$ cat config.mk
export PLATFORM = sky130hd
export DESIGN_NAME = alu_operand_stage_flat
export DESIGN_NICKNAME = d
export VERILOG_FILES = /design/src/rtl/alu_operand_stage_if.sv /design/src/rtl/alu_operand_stage.sv /design/src/flat_wrapper.sv
export SDC_FILE = /design/constraint.sdc
export NUM_CORES = 1
export LEC_CHECK = 0
export ABC_AREA = 1
export CORE_ASPECT_RATIO = 0.9
export CORE_MARGIN = 4
export CORE_UTILIZATION = 46
export DETAILED_ROUTE_END_ITERATION = 10
export PLACE_DENSITY = 0.82
export SETUP_SLACK_MARGIN = 0.5
export SKIP_CTS_REPAIR_TIMING = 1
export SLEW_MARGIN = 40
export SYNTH_ARGS = -nofsm -noshare
export SYNTH_HDL_FRONTEND = slang
export SYNTH_SLANG_ARGS = --single-unit
$ cat constraint.sdc
create_clock -name clk -period 2.1 [get_ports clk]
set_clock_uncertainty 0.2 [all_clocks]
set_input_delay 0.315 -clock clk [delete_from_list [all_inputs] [get_ports clk]]
set_output_delay 0.315 -clock clk [all_outputs]
set_load 0.01 [all_outputs]
$ cat src/rtl/alu_operand_stage_if.sv
// Interface bundling the decode-side offer, forwarding taps and ALU-side
// handshake of the ID/EX operand stage.
interface alu_operand_stage_if #(
    parameter int XLEN     = 32,
    parameter int REG_AW   = 5,
    parameter int STALL_CW = 16
);
    logic                flush;
    logic                in_valid;
    logic                in_ready;
    logic [REG_AW-1:0]   in_rs1_addr;
    logic [REG_AW-1:0]   in_rs2_addr;
    logic [XLEN-1:0]     in_rs1_data;
    logic [XLEN-1:0]     in_rs2_data;
    logic [XLEN-1:0]     in_imm;
    logic                in_use_imm;
    logic [3:0]          in_alu_op;
    logic [REG_AW-1:0]   in_rd_addr;
    logic                in_reg_write;

    logic                exmem_reg_write;
    logic [REG_AW-1:0]   exmem_rd;
    logic [XLEN-1:0]     exmem_result;
    logic                memwb_reg_write;
    logic [REG_AW-1:0]   memwb_rd;
    logic [XLEN-1:0]     memwb_result;

    logic                out_valid;
    logic                out_ready;
    logic [XLEN-1:0]     alu_a;
    logic [XLEN-1:0]     alu_b;
    logic [3:0]          alu_op;
    logic [REG_AW-1:0]   out_rd_addr;
    logic                out_reg_write;
    logic [STALL_CW-1:0] stall_cnt;

    // The stage itself.
    modport slave (
        input  flush, in_valid, in_rs1_addr, in_rs2_addr, in_rs1_data, in_rs2_data,
               in_imm, in_use_imm, in_alu_op, in_rd_addr, in_reg_write,
               exmem_reg_write, exmem_rd, exmem_result,
               memwb_reg_write, memwb_rd, memwb_result, out_ready,
        output in_ready, out_valid, alu_a, alu_b, alu_op, out_rd_addr,
               out_reg_write, stall_cnt
    );

    // The surrounding pipeline (decode, later stages, ALU).
    modport master (
        output flush, in_valid, in_rs1_addr, in_rs2_addr, in_rs1_data, in_rs2_data,
               in_imm, in_use_imm, in_alu_op, in_rd_addr, in_reg_write,
               exmem_reg_write, exmem_rd, exmem_result,
               memwb_reg_write, memwb_rd, memwb_result, out_ready,
        input  in_ready, out_valid, alu_a, alu_b, alu_op, out_rd_addr,
               out_reg_write, stall_cnt
    );
endinterface

$ cat src/rtl/alu_operand_stage.sv
// ID/EX pipeline register feeding the ALU: holds decoded operands, forwards
// from EX/MEM and MEM/WB, selects operand B and counts back-pressure cycles.
module alu_operand_stage #(
    parameter int XLEN     = 32,
    parameter int REG_AW   = 5,
    parameter int STALL_CW = 16
) (
    input logic                clk,
    input logic                rst_n,
    alu_operand_stage_if.slave bus
);

    localparam logic [3:0]          OP_SHIFT_A = 4'b1000;
    localparam logic [3:0]          OP_SHIFT_B = 4'b1001;
    localparam logic [3:0]          OP_SHIFT_C = 4'b1010;
    localparam logic [STALL_CW-1:0] STALL_ONE  = {{(STALL_CW-1){1'b0}}, 1'b1};
    localparam logic [STALL_CW-1:0] STALL_MAX  = {STALL_CW{1'b1}};
    localparam logic [REG_AW-1:0]   REG_ZERO   = '0;

    logic                out_valid_q;
    logic [REG_AW-1:0]   rs1_addr_q;
    logic [REG_AW-1:0]   rs2_addr_q;
    logic [XLEN-1:0]     rs1_data_q;
    logic [XLEN-1:0]     rs2_data_q;
    logic [XLEN-1:0]     imm_q;
    logic                use_imm_q;
    logic [3:0]          alu_op_q;
    logic [REG_AW-1:0]   rd_q;
    logic                reg_write_q;
    logic [STALL_CW-1:0] stall_q;

    logic                in_ready;
    logic                capture;
    logic                stalled;
    logic [XLEN-1:0]     fwd_rs1;
    logic [XLEN-1:0]     fwd_rs2;
    logic                is_shift;
    logic [XLEN-1:0]     imm_sel;

    assign in_ready = !out_valid_q || bus.out_ready;
    assign capture  = bus.in_valid && in_ready && !bus.flush;
    assign stalled  = out_valid_q && !bus.out_ready;

    always_ff @(posedge clk or negedge rst_n) begin
        if (!rst_n) begin
            out_valid_q <= 1'b0;
        end else if (bus.flush) begin
            out_valid_q <= 1'b0;
        end else if (capture) begin
            out_valid_q <= 1'b1;
        end else if (bus.out_ready) begin
            out_valid_q <= 1'b0;
        end
    end

    always_ff @(posedge clk or negedge rst_n) begin
        if (!rst_n) begin
            rs1_addr_q  <= '0;
            rs2_addr_q  <= '0;
            rs1_data_q  <= '0;
            rs2_data_q  <= '0;
            imm_q       <= '0;
            use_imm_q   <= 1'b0;
            alu_op_q    <= '0;
            rd_q        <= '0;
            reg_write_q <= 1'b0;
        end else if (capture) begin
            rs1_addr_q  <= bus.in_rs1_addr;
            rs2_addr_q  <= bus.in_rs2_addr;
            rs1_data_q  <= bus.in_rs1_data;
            rs2_data_q  <= bus.in_rs2_data;
            imm_q       <= bus.in_imm;
            use_imm_q   <= bus.in_use_imm;
            alu_op_q    <= bus.in_alu_op;
            rd_q        <= bus.in_rd_addr;
            reg_write_q <= bus.in_reg_write;
        end
    end

    // Saturating; flush does not clear it, only reset does.
    always_ff @(posedge clk or negedge rst_n) begin
        if (!rst_n) begin
            stall_q <= '0;
        end else if (stalled && (stall_q != STALL_MAX)) begin
            stall_q <= stall_q + STALL_ONE;
        end
    end

    // Forwarding compares the held source indices against the live later-stage
    // ports, so results arriving during a stall still reach the ALU.
    always_comb begin
        fwd_rs1 = rs1_data_q;
        if (bus.exmem_reg_write && (bus.exmem_rd == rs1_addr_q) && (rs1_addr_q != REG_ZERO)) begin
            fwd_rs1 = bus.exmem_result;
        end else if (bus.memwb_reg_write && (bus.memwb_rd == rs1_addr_q) && (rs1_addr_q != REG_ZERO)) begin
            fwd_rs1 = bus.memwb_result;
        end
    end

    always_comb begin
        fwd_rs2 = rs2_data_q;
        if (bus.exmem_reg_write && (bus.exmem_rd == rs2_addr_q) && (rs2_addr_q != REG_ZERO)) begin
            fwd_rs2 = bus.exmem_result;
        end else if (bus.memwb_reg_write && (bus.memwb_rd == rs2_addr_q) && (rs2_addr_q != REG_ZERO)) begin
            fwd_rs2 = bus.memwb_result;
        end
    end

    // Shift immediates only carry a 5-bit shift amount.
    assign is_shift = (alu_op_q == OP_SHIFT_A) || (alu_op_q == OP_SHIFT_B) || (alu_op_q == OP_SHIFT_C);
    assign imm_sel  = is_shift ? {{(XLEN-5){1'b0}}, imm_q[4:0]} : imm_q;

    assign bus.in_ready      = in_ready;
    assign bus.out_valid     = out_valid_q;
    assign bus.alu_a         = fwd_rs1;
    assign bus.alu_b         = use_imm_q ? imm_sel : fwd_rs2;
    assign bus.alu_op        = alu_op_q;
    assign bus.out_rd_addr   = rd_q;
    assign bus.out_reg_write = reg_write_q && out_valid_q;
    assign bus.stall_cnt     = stall_q;

endmodule

$ cat src/flat_wrapper.sv
// flat-port wrapper written by rule: the top's interface ports become plain ports
module alu_operand_stage_flat 
#(
    parameter int XLEN     = 32,
    parameter int REG_AW   = 5,
    parameter int STALL_CW = 16
)
  (clk, rst_n, bus_flush, bus_in_valid, bus_in_rs1_addr, bus_in_rs2_addr, bus_in_rs1_data, bus_in_rs2_data, bus_in_imm, bus_in_use_imm, bus_in_alu_op, bus_in_rd_addr, bus_in_reg_write, bus_exmem_reg_write, bus_exmem_rd, bus_exmem_result, bus_memwb_reg_write, bus_memwb_rd, bus_memwb_result, bus_out_ready, bus_in_ready, bus_out_valid, bus_alu_a, bus_alu_b, bus_alu_op, bus_out_rd_addr, bus_out_reg_write, bus_stall_cnt);
  alu_operand_stage_if #(.XLEN(XLEN), .REG_AW(REG_AW), .STALL_CW(STALL_CW)) bus_i ();
  input logic clk;
  input logic rst_n;
  input wire logic [$bits(bus_i.flush)-1:0] bus_flush;
  input wire logic [$bits(bus_i.in_valid)-1:0] bus_in_valid;
  input wire logic [$bits(bus_i.in_rs1_addr)-1:0] bus_in_rs1_addr;
  input wire logic [$bits(bus_i.in_rs2_addr)-1:0] bus_in_rs2_addr;
  input wire logic [$bits(bus_i.in_rs1_data)-1:0] bus_in_rs1_data;
  input wire logic [$bits(bus_i.in_rs2_data)-1:0] bus_in_rs2_data;
  input wire logic [$bits(bus_i.in_imm)-1:0] bus_in_imm;
  input wire logic [$bits(bus_i.in_use_imm)-1:0] bus_in_use_imm;
  input wire logic [$bits(bus_i.in_alu_op)-1:0] bus_in_alu_op;
  input wire logic [$bits(bus_i.in_rd_addr)-1:0] bus_in_rd_addr;
  input wire logic [$bits(bus_i.in_reg_write)-1:0] bus_in_reg_write;
  input wire logic [$bits(bus_i.exmem_reg_write)-1:0] bus_exmem_reg_write;
  input wire logic [$bits(bus_i.exmem_rd)-1:0] bus_exmem_rd;
  input wire logic [$bits(bus_i.exmem_result)-1:0] bus_exmem_result;
  input wire logic [$bits(bus_i.memwb_reg_write)-1:0] bus_memwb_reg_write;
  input wire logic [$bits(bus_i.memwb_rd)-1:0] bus_memwb_rd;
  input wire logic [$bits(bus_i.memwb_result)-1:0] bus_memwb_result;
  input wire logic [$bits(bus_i.out_ready)-1:0] bus_out_ready;
  output wire logic [$bits(bus_i.in_ready)-1:0] bus_in_ready;
  output wire logic [$bits(bus_i.out_valid)-1:0] bus_out_valid;
  output wire logic [$bits(bus_i.alu_a)-1:0] bus_alu_a;
  output wire logic [$bits(bus_i.alu_b)-1:0] bus_alu_b;
  output wire logic [$bits(bus_i.alu_op)-1:0] bus_alu_op;
  output wire logic [$bits(bus_i.out_rd_addr)-1:0] bus_out_rd_addr;
  output wire logic [$bits(bus_i.out_reg_write)-1:0] bus_out_reg_write;
  output wire logic [$bits(bus_i.stall_cnt)-1:0] bus_stall_cnt;
  assign bus_i.flush = bus_flush;
  assign bus_i.in_valid = bus_in_valid;
  assign bus_i.in_rs1_addr = bus_in_rs1_addr;
  assign bus_i.in_rs2_addr = bus_in_rs2_addr;
  assign bus_i.in_rs1_data = bus_in_rs1_data;
  assign bus_i.in_rs2_data = bus_in_rs2_data;
  assign bus_i.in_imm = bus_in_imm;
  assign bus_i.in_use_imm = bus_in_use_imm;
  assign bus_i.in_alu_op = bus_in_alu_op;
  assign bus_i.in_rd_addr = bus_in_rd_addr;
  assign bus_i.in_reg_write = bus_in_reg_write;
  assign bus_i.exmem_reg_write = bus_exmem_reg_write;
  assign bus_i.exmem_rd = bus_exmem_rd;
  assign bus_i.exmem_result = bus_exmem_result;
  assign bus_i.memwb_reg_write = bus_memwb_reg_write;
  assign bus_i.memwb_rd = bus_memwb_rd;
  assign bus_i.memwb_result = bus_memwb_result;
  assign bus_i.out_ready = bus_out_ready;
  assign bus_in_ready = bus_i.in_ready;
  assign bus_out_valid = bus_i.out_valid;
  assign bus_alu_a = bus_i.alu_a;
  assign bus_alu_b = bus_i.alu_b;
  assign bus_alu_op = bus_i.alu_op;
  assign bus_out_rd_addr = bus_i.out_rd_addr;
  assign bus_out_reg_write = bus_i.out_reg_write;
  assign bus_stall_cnt = bus_i.stall_cnt;
  alu_operand_stage #(.XLEN(XLEN), .REG_AW(REG_AW), .STALL_CW(STALL_CW)) u_core (.clk(clk), .rst_n(rst_n), .bus(bus_i));
endmodule
==> summary.txt <==
GRT
  • Largest net degree at the start of global routing: 52
  • Initial antenna violation count: 1
  • Grt ovf: 0
  • First-pass GRT wire length: 44.3 mm
  • Vias in the first global route: 8310
  • GRT Util Overall: 0.281

STA
  • TNS Setup: -32430 ps
  • Least-Margin Pin Slew: 519 ps
  • Crit path time final: 2690 ps
  • Final-report setup violation count: 64
  • Rel. slew slack: 0.654
  • Post-layout worst setup margin: -592 ps
  • Fin crit share: 1.28
  • Slew Limit Fails: 0
  • Final hold vios: 0
  • RSZ-0062 raised after global routing: yes
  • Fmax: 0.372 GHz

Logic synthesis
  • Syn_area_per_cell: 7.74 µm²
  • Synthesized instance count: ~1100
  • Post-Syn Area: 0.00816 mm²
  • Synth cell types: 31
  • Yosys reg bits: 134
  • Synthesis Warnings: 0
  • Post-synth top area share: 0.411
  • Async set-reset flop share out of synthesis: 1.00
  • Synth area leader: dfrtp_1
  • Post-synth top flop: dfrtp_1
  • Seq/Total Area, Yosys: 0.411
  • Synth area leaders: dfrtp_1 41%, nand2_1 14%, mux2_2 10%, nand3_1 8.0%, inv_1 4.1%
  • EDFF count, synth: 0
  • Mapped Nets: 1253

Route
  • Vias: 9272
  • Vias per inst: 5.51
  • TritonRoute pass-1 iters: 5
  • Final ANT Viol Nets: 0
  • DRC: 0
  • DR iter-0 viols: 830
  • WL per Instance: around 21 µm
  • WL final: 35.8 mm

Placed design
  • GPL Wtd Cong: 0.921
  • Buffers on Ports: a little under 300
  • Final HPWL DP: 21.4 mm

Clocking
  • CTS sink count: ~130
  • Clk Latency, worst-skew pair: 430 ps
  • TritonCTS Buffers: 17
  • Clk pin slew, worst setup/hold paths: around 70 ps
  • Clock Tree Buf Depth: 2
  • Clock root cell: clkbuf_16
  • Deepest level of the CTS H-tree: 4
  • CTS tree: yes

Pwr
  • PD cells: 752 mW/mm²
  • Total power draw: ~0.010 W
  • Leakage: a little over 7 nW
  • Worst VDD drop: 649 µV

Worst setup path
  • CP arrival: 2180 ps
  • Top cell family by delay on the critical path: simple AND/OR/NAND/NOR gates
  • Crit path max fanout: 8
  • CP bufs+invs: 5
  • Worst path slowest cell: dfrtp_1
  • Worst Setup Start Kind: flip-flop
  • Crit-path cells: inv_2 -> nand2_1 -> nand2_1 -> nand2_2 -> nor2_4 -> buf_6 -> buf_6 -> nand3_1 -> nand2_1 -> inv_2 -> nand2_2 -> nand2_2 -> buf_6
  • CP Class: flip-flop to primary output
  • Max incr delay on CP: 420 ps
  • Crit end category: primary output
  • Reg2reg path depth: 10
  • CP Data Required Time: 1580 ps
  • Crit path depth: 13

Floorplanning
  • Die X: roughly 150 µm
  • Full die area: about 0.02 mm²
  • Starting Density: 0.477
  • CORE AREA: ~0.017 mm²
  • # rows: 45
  • Vert. Die Dim: 134 µm
  • I/O pin cnt: 290

Worst hold path
  • HP Class: primary input to flip-flop
  • WHS Path Cells: 3

Finish
  • Final nets: 1632
  • Most frequent cells in the layout: 201 x nand2_1, 192 x clkdlybuf4s50_1, 123 x dfrtp_1, 107 x nand2_2, 87 x inv_1
  • Share of post-route cells with drive strength above 1: 0.405
  • Syn-to-layout area delta: 70.4%
  • Commonest non-fill, non-tap cell in the layout: nand2_1

Status
  • Status: finished, violations left
  • Failing checks: negative setup slack

Run
  • Max-Cap Viols: 0
==> registers in the layout, summed over array words and instances, names as in the netlist <==
register and count:
u_core.bus.alu_op 4, u_core.bus.out_rd_addr 5, u_core.bus.out_valid 1, u_core.bus.stall_cnt 16, u_core.imm_q 32, u_core.reg_write_q 1
u_core.rs1_addr_q 5, u_core.rs1_data_q 32, u_core.rs2_addr_q 5, u_core.rs2_data_q 32, u_core.use_imm_q 1
==> per-stage QoR <==
| step | hold slack (ps) | worst slack [ps] | std cells | cell area (µm²) | utilization |
|---|---|---|---|---|---|
| 6_report | 12.1 | -592 | 1682 | 13900 | 0.813 |
| 5_1_grt | 6.93 | -665 | 1681 | 13900 | 0.813 |
| 4_1_cts | -346 | -898 | 1616 | 12500 | 0.730 |
| 3_5_place_dp | 103 | -847 | 1584 | 11900 | 0.694 |
| 3_3_place_gp | 97.9 | -839 | 1584 | 11900 | 0.694 |
| 2_1_floorplan | -181 | 314 | 1054 | 8330 | - |
==> worst reg2reg max path, stage by stage, from the launching register on <==
cell	delay, ps
dfrtp_2	400
buf_6	110
ha_4	150
nand3_4	100
buf_6	150
nor2_4	140
inv_1	100
nor2_4	150
nand2_1	100
nand2_1	110
nand2_1	70
==> path summary, 6_finish.rpt <==
| path | from | end | slack (ps) |
|---|---|---|---|
| worst max-delay path | u_core.rs2_addr_q[4] | bus_alu_b[27] | -590 |
| worst min-delay path | bus_in_valid | u_core.bus.out_valid | 10 |
| worst max register to register | u_core.bus.stall_cnt[1] | u_core.bus.stall_cnt[8] | 210 |
| worst min register to register | u_core.bus.out_rd_addr[1] | u_core.bus.out_rd_addr[1] | 300 |
| max in group asynchronous | rst_n | u_core.imm_q[18] | 820 |
| min in group asynchronous | rst_n | u_core.rs1_data_q[4] | 210 |
==> cells by family (layout without fill, tap and decap cells) <==
family	after synthesis	in the layout	synth area share
buffers and inverters	190	579	0.103
other	0	1	0
and+or+nand+nor	584	587	0.330
AOI/OAI and AO/OA	56	56	0.0362
DFF	134	134	0.411
muxes	73	73	0.101
adders and majority gates	1	1	0.00153
xor gates and xnor gates	16	16	0.0172
==> cells in the mapped netlist (2+ instances only) <==
cell and number:
xor2_1 12, o21ai_1 3, o211ai_1 2, dfrtp_1 134, nor2_1 65, nor2_2 2, nand4_1 4, buf_4 13
nand3b_1 33, inv_2 44, clkbuf_1 3, xnor2_1 4, a21oi_1 47, nand2_2 32, nor2_4 5, inv_1 89
buf_6 5, nand2_1 295, o21ai_0 2, buf_2 35, nand3_2 10, nand3_1 131, mux2_2 73, nor3_1 4
==> routing by layer <==
metal | GRT usage | share of wire
met5 | 0 | 0.00036
met4 | 0.0703 | 0.031
met3 | 0.0838 | 0.11
met2 | 0.457 | 0.49
met1 | 0.370 | 0.38
==> power by group <==
part	switching (W)	total (W)	internal, W
Sequential	0.000319	0.00333	0.00301
Combinational	0.00197	0.00394	0.00196
Clock	0.00128	0.00320	0.00192
Total	0.00358	0.0105	0.00689
==> layout make-up <==
class                   instances  area, µm²
inverters                     134        520
well taps                     235        294
fillers                      1069       3200
clock inverters                13        171
repair buffers                413       4200
clock buffers                  19        443
diodes                          1       2.50
flip-flops and latches        134       3370
multi-input cells             733       4910
Power figures use the tool's default switching activity.
